[config.mk]
export PLATFORM = sky130hd
export DESIGN_NAME = bias_stream_sink_buffer
export DESIGN_NICKNAME = d
export VERILOG_FILES = /design/src/rtl/bias_stream_pkg.sv /design/src/rtl/bias_stream_sink_ram.sv /design/src/rtl/bias_stream_sink_buffer.sv
export SDC_FILE = /design/constraint.sdc
export NUM_CORES = 1
export LEC_CHECK = 0
export CORE_MARGIN = 4
export CORE_UTILIZATION = 64
export DETAILED_ROUTE_END_ITERATION = 12
export GPL_TIMING_DRIVEN = 1
export PLACE_DENSITY = 0.94
export SYNTH_ARGS = -nofsm -noshare
export SYNTH_HDL_FRONTEND = slang
export SYNTH_SLANG_ARGS = --single-unit
[constraint.sdc]
create_clock -name clk -period 20.5 [get_ports clk]
set_clock_uncertainty 0.2 [all_clocks]
set_input_delay 3.075 -clock clk [delete_from_list [all_inputs] [get_ports clk]]
set_output_delay 3.075 -clock clk [all_outputs]
set_load 0.005 [all_outputs]
[src/rtl/bias_stream_pkg.sv]
// Shared definitions for the bias/weight stream sink.
//   sink_state_e : load FSM state encoding
//   DEF_*        : default tensor geometry and precision
//   lane_lsb()   : lowest bit of lane j in a packed beat word
package bias_stream_pkg;

  typedef enum logic [0:0] {
    LOAD = 1'b0,
    FULL = 1'b1
  } sink_state_e;

  localparam int DEF_TENSOR_SIZE = 32;
  localparam int DEF_PARALLELISM = 4;
  localparam int DEF_PRECISION_0 = 16;
  localparam int DEF_PRECISION_1 = 3;

  function automatic int lane_lsb(input int j, input int p0);
    return j * p0;
  endfunction

endpackage

[src/rtl/bias_stream_sink_ram.sv]
// DEPTH x WIDTH beat storage: one write port and a two-stage,
// ce0-gated read pipeline that matches the parameter ROM read timing.
//   clk, rst          : clock, synchronous active-high reset (pipeline only)
//   we, waddr, wdata  : write port
//   addr0, ce0        : read address / pipeline enable
//   q0                : read data, two enabled edges after addr0
module bias_stream_sink_ram #(
  parameter int DEPTH      = 8,
  parameter int WIDTH      = 64,
  parameter int ADDR_WIDTH = 4
) (
  input  logic                  clk,
  input  logic                  rst,
  input  logic                  we,
  input  logic [ADDR_WIDTH-1:0] waddr,
  input  logic [WIDTH-1:0]      wdata,
  input  logic [ADDR_WIDTH-1:0] addr0,
  input  logic                  ce0,
  output logic [WIDTH-1:0]      q0
);

  localparam int IDX_W = (DEPTH > 1) ? $clog2(DEPTH) : 1;
  localparam logic [ADDR_WIDTH-1:0] DEPTH_A = ADDR_WIDTH'(DEPTH);

  logic [WIDTH-1:0] mem [DEPTH];
  logic [WIDTH-1:0] stage1_q, stage2_q;
  logic [WIDTH-1:0] rd_word;

  // Contents are not reset so a reload never needs a clearing pass.
  always_ff @(posedge clk) begin
    if (we && (waddr < DEPTH_A)) begin
      mem[waddr[IDX_W-1:0]] <= wdata;
    end
  end

  // Out-of-range addresses read as zero, like an unpopulated ROM word.
  always_comb begin
    rd_word = '0;
    if (addr0 < DEPTH_A) begin
      rd_word = mem[addr0[IDX_W-1:0]];
    end
  end

  // Sampled before the write lands, giving read-before-write on a collision.
  always_ff @(posedge clk) begin
    if (rst) begin
      stage1_q <= '0;
      stage2_q <= '0;
    end else if (ce0) begin
      stage1_q <= rd_word;
      stage2_q <= stage1_q;
    end
  end

  assign q0 = stage2_q;

endmodule

[src/rtl/bias_stream_sink_buffer.sv]
// Receiving end of the parameter stream. Captures DEPTH beats of
// PARALLELISM elements over valid/ready and serves them through a
// ROM-compatible two-cycle read port.
//   clk, rst                     : clock, synchronous active-high reset
//   data_in, data_in_valid/ready : incoming beat handshake
//   reload                       : pulse, restart loading from beat 0
//   loaded, fill_count           : load status (registered)
//   addr0, ce0, q0               : read port, lane j at q0[P0*j +: P0]
//
// state | meaning
// LOAD  | accepting beats into buffer[fill_count]
// FULL  | all DEPTH beats captured, input stalled
module bias_stream_sink_buffer
  import bias_stream_pkg::*;
#(
  parameter int BIAS_TENSOR_SIZE_DIM_0 = DEF_TENSOR_SIZE,
  parameter int BIAS_PARALLELISM_DIM_0 = DEF_PARALLELISM,
  parameter int BIAS_PRECISION_0       = DEF_PRECISION_0,
  parameter int BIAS_PRECISION_1       = DEF_PRECISION_1,
  parameter int DEPTH                  = BIAS_TENSOR_SIZE_DIM_0 / BIAS_PARALLELISM_DIM_0,
  parameter int ADDR_WIDTH             = $clog2(DEPTH) + 1
) (
  input  logic                        clk,
  input  logic                        rst,
  input  logic [BIAS_PRECISION_0-1:0] data_in [BIAS_PARALLELISM_DIM_0],
  input  logic                        data_in_valid,
  output logic                        data_in_ready,
  input  logic                        reload,
  output logic                        loaded,
  output logic [ADDR_WIDTH-1:0]       fill_count,
  input  logic [ADDR_WIDTH-1:0]       addr0,
  input  logic                        ce0,
  output logic [BIAS_PRECISION_0*BIAS_PARALLELISM_DIM_0-1:0] q0
);

  localparam int WIDTH = BIAS_PRECISION_0 * BIAS_PARALLELISM_DIM_0;
  localparam logic [ADDR_WIDTH-1:0] LAST_A = ADDR_WIDTH'(DEPTH - 1);

  sink_state_e           state_q, state_d;
  logic [ADDR_WIDTH-1:0] fill_q, fill_d;
  logic                  loaded_q, loaded_d;
  logic                  accept;
  logic [WIDTH-1:0]      wdata;

  always_comb begin
    wdata = '0;
    for (int j = 0; j < BIAS_PARALLELISM_DIM_0; j++) begin
      wdata[lane_lsb(j, BIAS_PRECISION_0) +: BIAS_PRECISION_0] = data_in[j];
    end
  end

  // Ready depends on state only, so there is no valid-to-ready path.
  assign data_in_ready = (state_q == LOAD);
  assign accept        = data_in_valid & data_in_ready;

  always_comb begin
    state_d  = state_q;
    fill_d   = fill_q;
    loaded_d = loaded_q;
    case (state_q)
      LOAD: begin
        if (accept) begin
          fill_d = fill_q + 1'b1;
          if (fill_q == LAST_A) begin
            state_d  = FULL;
            loaded_d = 1'b1;
          end
        end
      end
      FULL: begin
        loaded_d = 1'b1;
      end
      default: begin
        state_d = LOAD;
      end
    endcase
    // A beat accepted alongside reload is still written; only the count restarts.
    if (reload) begin
      state_d  = LOAD;
      fill_d   = '0;
      loaded_d = 1'b0;
    end
  end

  always_ff @(posedge clk) begin
    if (rst) begin
      state_q  <= LOAD;
      fill_q   <= '0;
      loaded_q <= 1'b0;
    end else begin
      state_q  <= state_d;
      fill_q   <= fill_d;
      loaded_q <= loaded_d;
    end
  end

  assign loaded     = loaded_q;
  assign fill_count = fill_q;

  bias_stream_sink_ram #(
    .DEPTH      (DEPTH),
    .WIDTH      (WIDTH),
    .ADDR_WIDTH (ADDR_WIDTH)
  ) u_ram (
    .clk   (clk),
    .rst   (rst),
    .we    (accept),
    .waddr (fill_q),
    .wdata (wdata),
    .addr0 (addr0),
    .ce0   (ce0),
    .q0    (q0)
  );

endmodule

==> qor.csv <==
stage,metric,value,unit
logic_synthesis,cell count after synthesis,1408,
global_routing,first-pass GRT wire length,81900,µm
worst_setup_path,WP data required,20740,ps
pwr,Worst VDD drop,75.5,µV
worst_hold_path,Hold/Removal Path Class,register to register,
final_layout,"most common cell after layout, fill and taps aside",edfxtp_1,
final_layout,"Area growth, synth to finish",14.8,%
final_layout,Nets,1614,
floorplan,initial core utilization,64.7,%
worst_setup_path,Worst path depth,7,
timing,RSZ-0062 raised after global routing,no,
placement,hpwl dp,26900,µm
floorplan,IO Pins,143,
timing,Final period util,31.5,%
pwr,Pleak,9.53,nW
placement,I/O Buffers,142,
timing,worst slew pin tran,1170,ps
final_layout,design area,0.0280,mm²
clock_network,clk_lat worst skew,600,ps
run,maxcap violations,0,
global_routing,met1 usage,32.7,%
placement,dpl cell area,0.0261,mm²
clock_network,Max Buffers Root-to-Sink,3,
global_routing,gr usage total,26.1,%
placement,gpl congestion,0.721,
global_routing,gr busiest metal,met2,
final_layout,Fillers,2117,
global_routing,M2 GR Usage,45.6,%
global_routing,vias in the first global route,14212,
clock_network,CTS Buf Count,59,
worst_setup_path,CP Max Fanout,82,
final_layout,ratio of cells with drive above 1 in the final layout,11.6,%
floorplan,core box area,0.0377,mm²
floorplan,die footprint,0.0413,mm²
routing,DRT Pass-1 Iters,5,
timing,Fin. Hold Viols,0,
clock_network,CTS tree,built,
routing,via/cell ratio,6.31,
final_layout,register area,0.0181,mm²
logic_synthesis,Syn Area/Cell,17.3,µm²
outcome,status,"finished, final reports clean",
final_layout,Multi-input gate area,0.00580,mm²
routing,drt initial violations,1201,
floorplan,number of cell rows,71,
routing,WL/cell,26.0,µm
routing,Vias,13276,
worst_setup_path,Critical Path Max Stage Delay,950,ps
worst_setup_path,"most used cell, CP",buf_4,
worst_setup_path,number of cells on the worst reg-to-reg path,4,
clock_network,htree depth,2,
global_routing,grt ovf,0,
routing,DRC errors left,0,
worst_setup_path,critical path cell sequence,buf_8 > buf_4 > buf_4 > mux4_2 > nand2b_1 > nand3_1 > a21oi_1,
timing,number of setup violations in the final report,0,
worst_setup_path,crit path capture type,register,
final_layout,final core occ,74.3,%
logic_synthesis,post-synth cell types,31,
logic_synthesis,Synth Net Count,1482,
global_routing,initial antenna violation count,4,
timing,Final Slew Violations,0,
final_layout,most frequent cells in the layout,"512 x edfxtp_1, 193 x mux2i_1, 137 x clkdlybuf4s50_1",
clock_network,Post-CTS Setup Repair Bufs,0,
pwr,Power per Cell Area,95.2,mW/mm²
global_routing,largest net degree at the start of global routing,83,
logic_synthesis,sequential share of the synthesized area,74.1,%
clock_network,CTS root buffer,clkbuf_16,
worst_setup_path,crit path DAT,6680,ps
logic_synthesis,synthesized flop and latch total,646,
timing,setup TNS,0,ps
timing,Max Clock Freq,0.155,GHz
clock_network,# hold bufs at CTS,0,
logic_synthesis,"Warnings, synthesis",0,
worst_hold_path,Min-Delay Path Depth,2,
worst_setup_path,CP top delay family,buffers and inverters,
worst_setup_path,Setup crit start kind,input pin,
floorplan,die height,203,µm
pwr,Pwr Total,2.66,mW
routing,routed wire length,54700,µm
timing,Tmin final,6450,ps
clock_network,"CTS clk-pin slew, worst paths",60,ps
floorplan,Die Span X,203,µm
global_routing,met3 GRT Util,4.44,%
worst_setup_path,CP Buf/Inv Count,3,
clock_network,clock sinks,646,
routing,Routed Antenna Nets,0,
timing,relative slew slack,22.2,%
worst_setup_path,WS Path Type,input pin to register,
logic_synthesis,mapped cell area,0.0244,mm²
worst_setup_path,critical path's slowest cell,buf_4,
clock_network,cts repair resizes,0,
==> per-layer routing <==
metal	wire [µm]	part of all wire (%)
met4	2060	3.8
met1	19900	36
met5	22	0.040
met3	4250	7.8
met2	28500	52
==> logic make-up after synthesis <==
kind of cell	share of synthesized area, %
flip-flops	74.1
AND/OR/NAND/NOR	6.11
XOR/XNOR	0.108
AO/OA/AOI/OAI	3.33
adder cells (fa/ha/maj)	0.0513
buffers and inverters	2.45
multiplexers	13.9
==> through the flow <==
| stage | setup WS, ps | hold slack, ps | cells |
|---|---|---|---|
| floorplan | 9460 | 242 | 1408 |
| global placement | 13540 | 235 | 1990 |
| detailed placement | 13460 | 252 | 1990 |
| CTS | 14070 | 260 | 2100 |
| global route | 13870 | 279 | 2102 |
| finish | 14050 | 254 | 2103 |
==> flip-flops by register name, indices dropped and copies added (netlist names) <==
name,count
fill_count,4
state_q,1
u_ram.stage1_q,64
u_ram.q0,64
u_ram.mem,512
loaded,1
==> worst paths after layout <==
kind / from / end / slack (ps)
max reg2reg: state_q$_SDFF_PP0_ / u_ram.mem[3][18]$_DFFE_PP_ / 17670
min: loaded$_SDFFE_PP0P_ / loaded$_SDFFE_PP0P_ / 250
max: addr0[0] / u_ram.stage1_q[34]$_SDFFE_PP0P_ / 14050
min reg2reg: loaded$_SDFFE_PP0P_ / loaded$_SDFFE_PP0P_ / 250
==> report_power, final <==
part	leakage [nW]	switching, mW	internal, mW
Sequential	5.74	0.0111	1.44
Clock	0.938	0.467	0.616
Combinational	2.85	0.0776	0.0574
Total	9.53	0.556	2.11
==> worst reg2reg max path, cell delays in order, from the launching register on <==
cell and delay (ps):
dfxtp_1 320, nor2b_1 420, nand2_1 260, nor4b_2 300
buf_4 860
==> synth_stat cells (all sizes together) <==
master	n	area, µm²
nor3	3	15.0
nand4	1	6.26
a21oi	65	325
nor2	72	273
a22oi	64	480
nor4b	1	8.76
xnor2	1	8.76
nand3	64	320
nor4	2	12.5
nand3b	1	7.51
nand2b	130	813
inv	3	11.3
nor2b	3	18.8
dfxtp	134	2680
clkbuf	44	165
edfxtp	512	15400
nand2	2	7.51
buf	44	422
xor2	2	17.5
or2	1	6.26
ha	1	12.5
a31oi	1	6.26
mux4	64	1460
mux2i	193	1930
==> area by class of cell <==
class                           instances  area share [%]
Antenna cell                            3          0.0268
Clock buffer                           77            5.88
Clock inverter                         33           0.993
Inverter                                3          0.0402
Multi-Input combinational cell        671            20.7
Sequential cell                       646            64.5
Tap cell                              511            2.28
Timing Repair Buffer                  159            5.53
No activity file was read; power rests on OpenSTA's default activity.
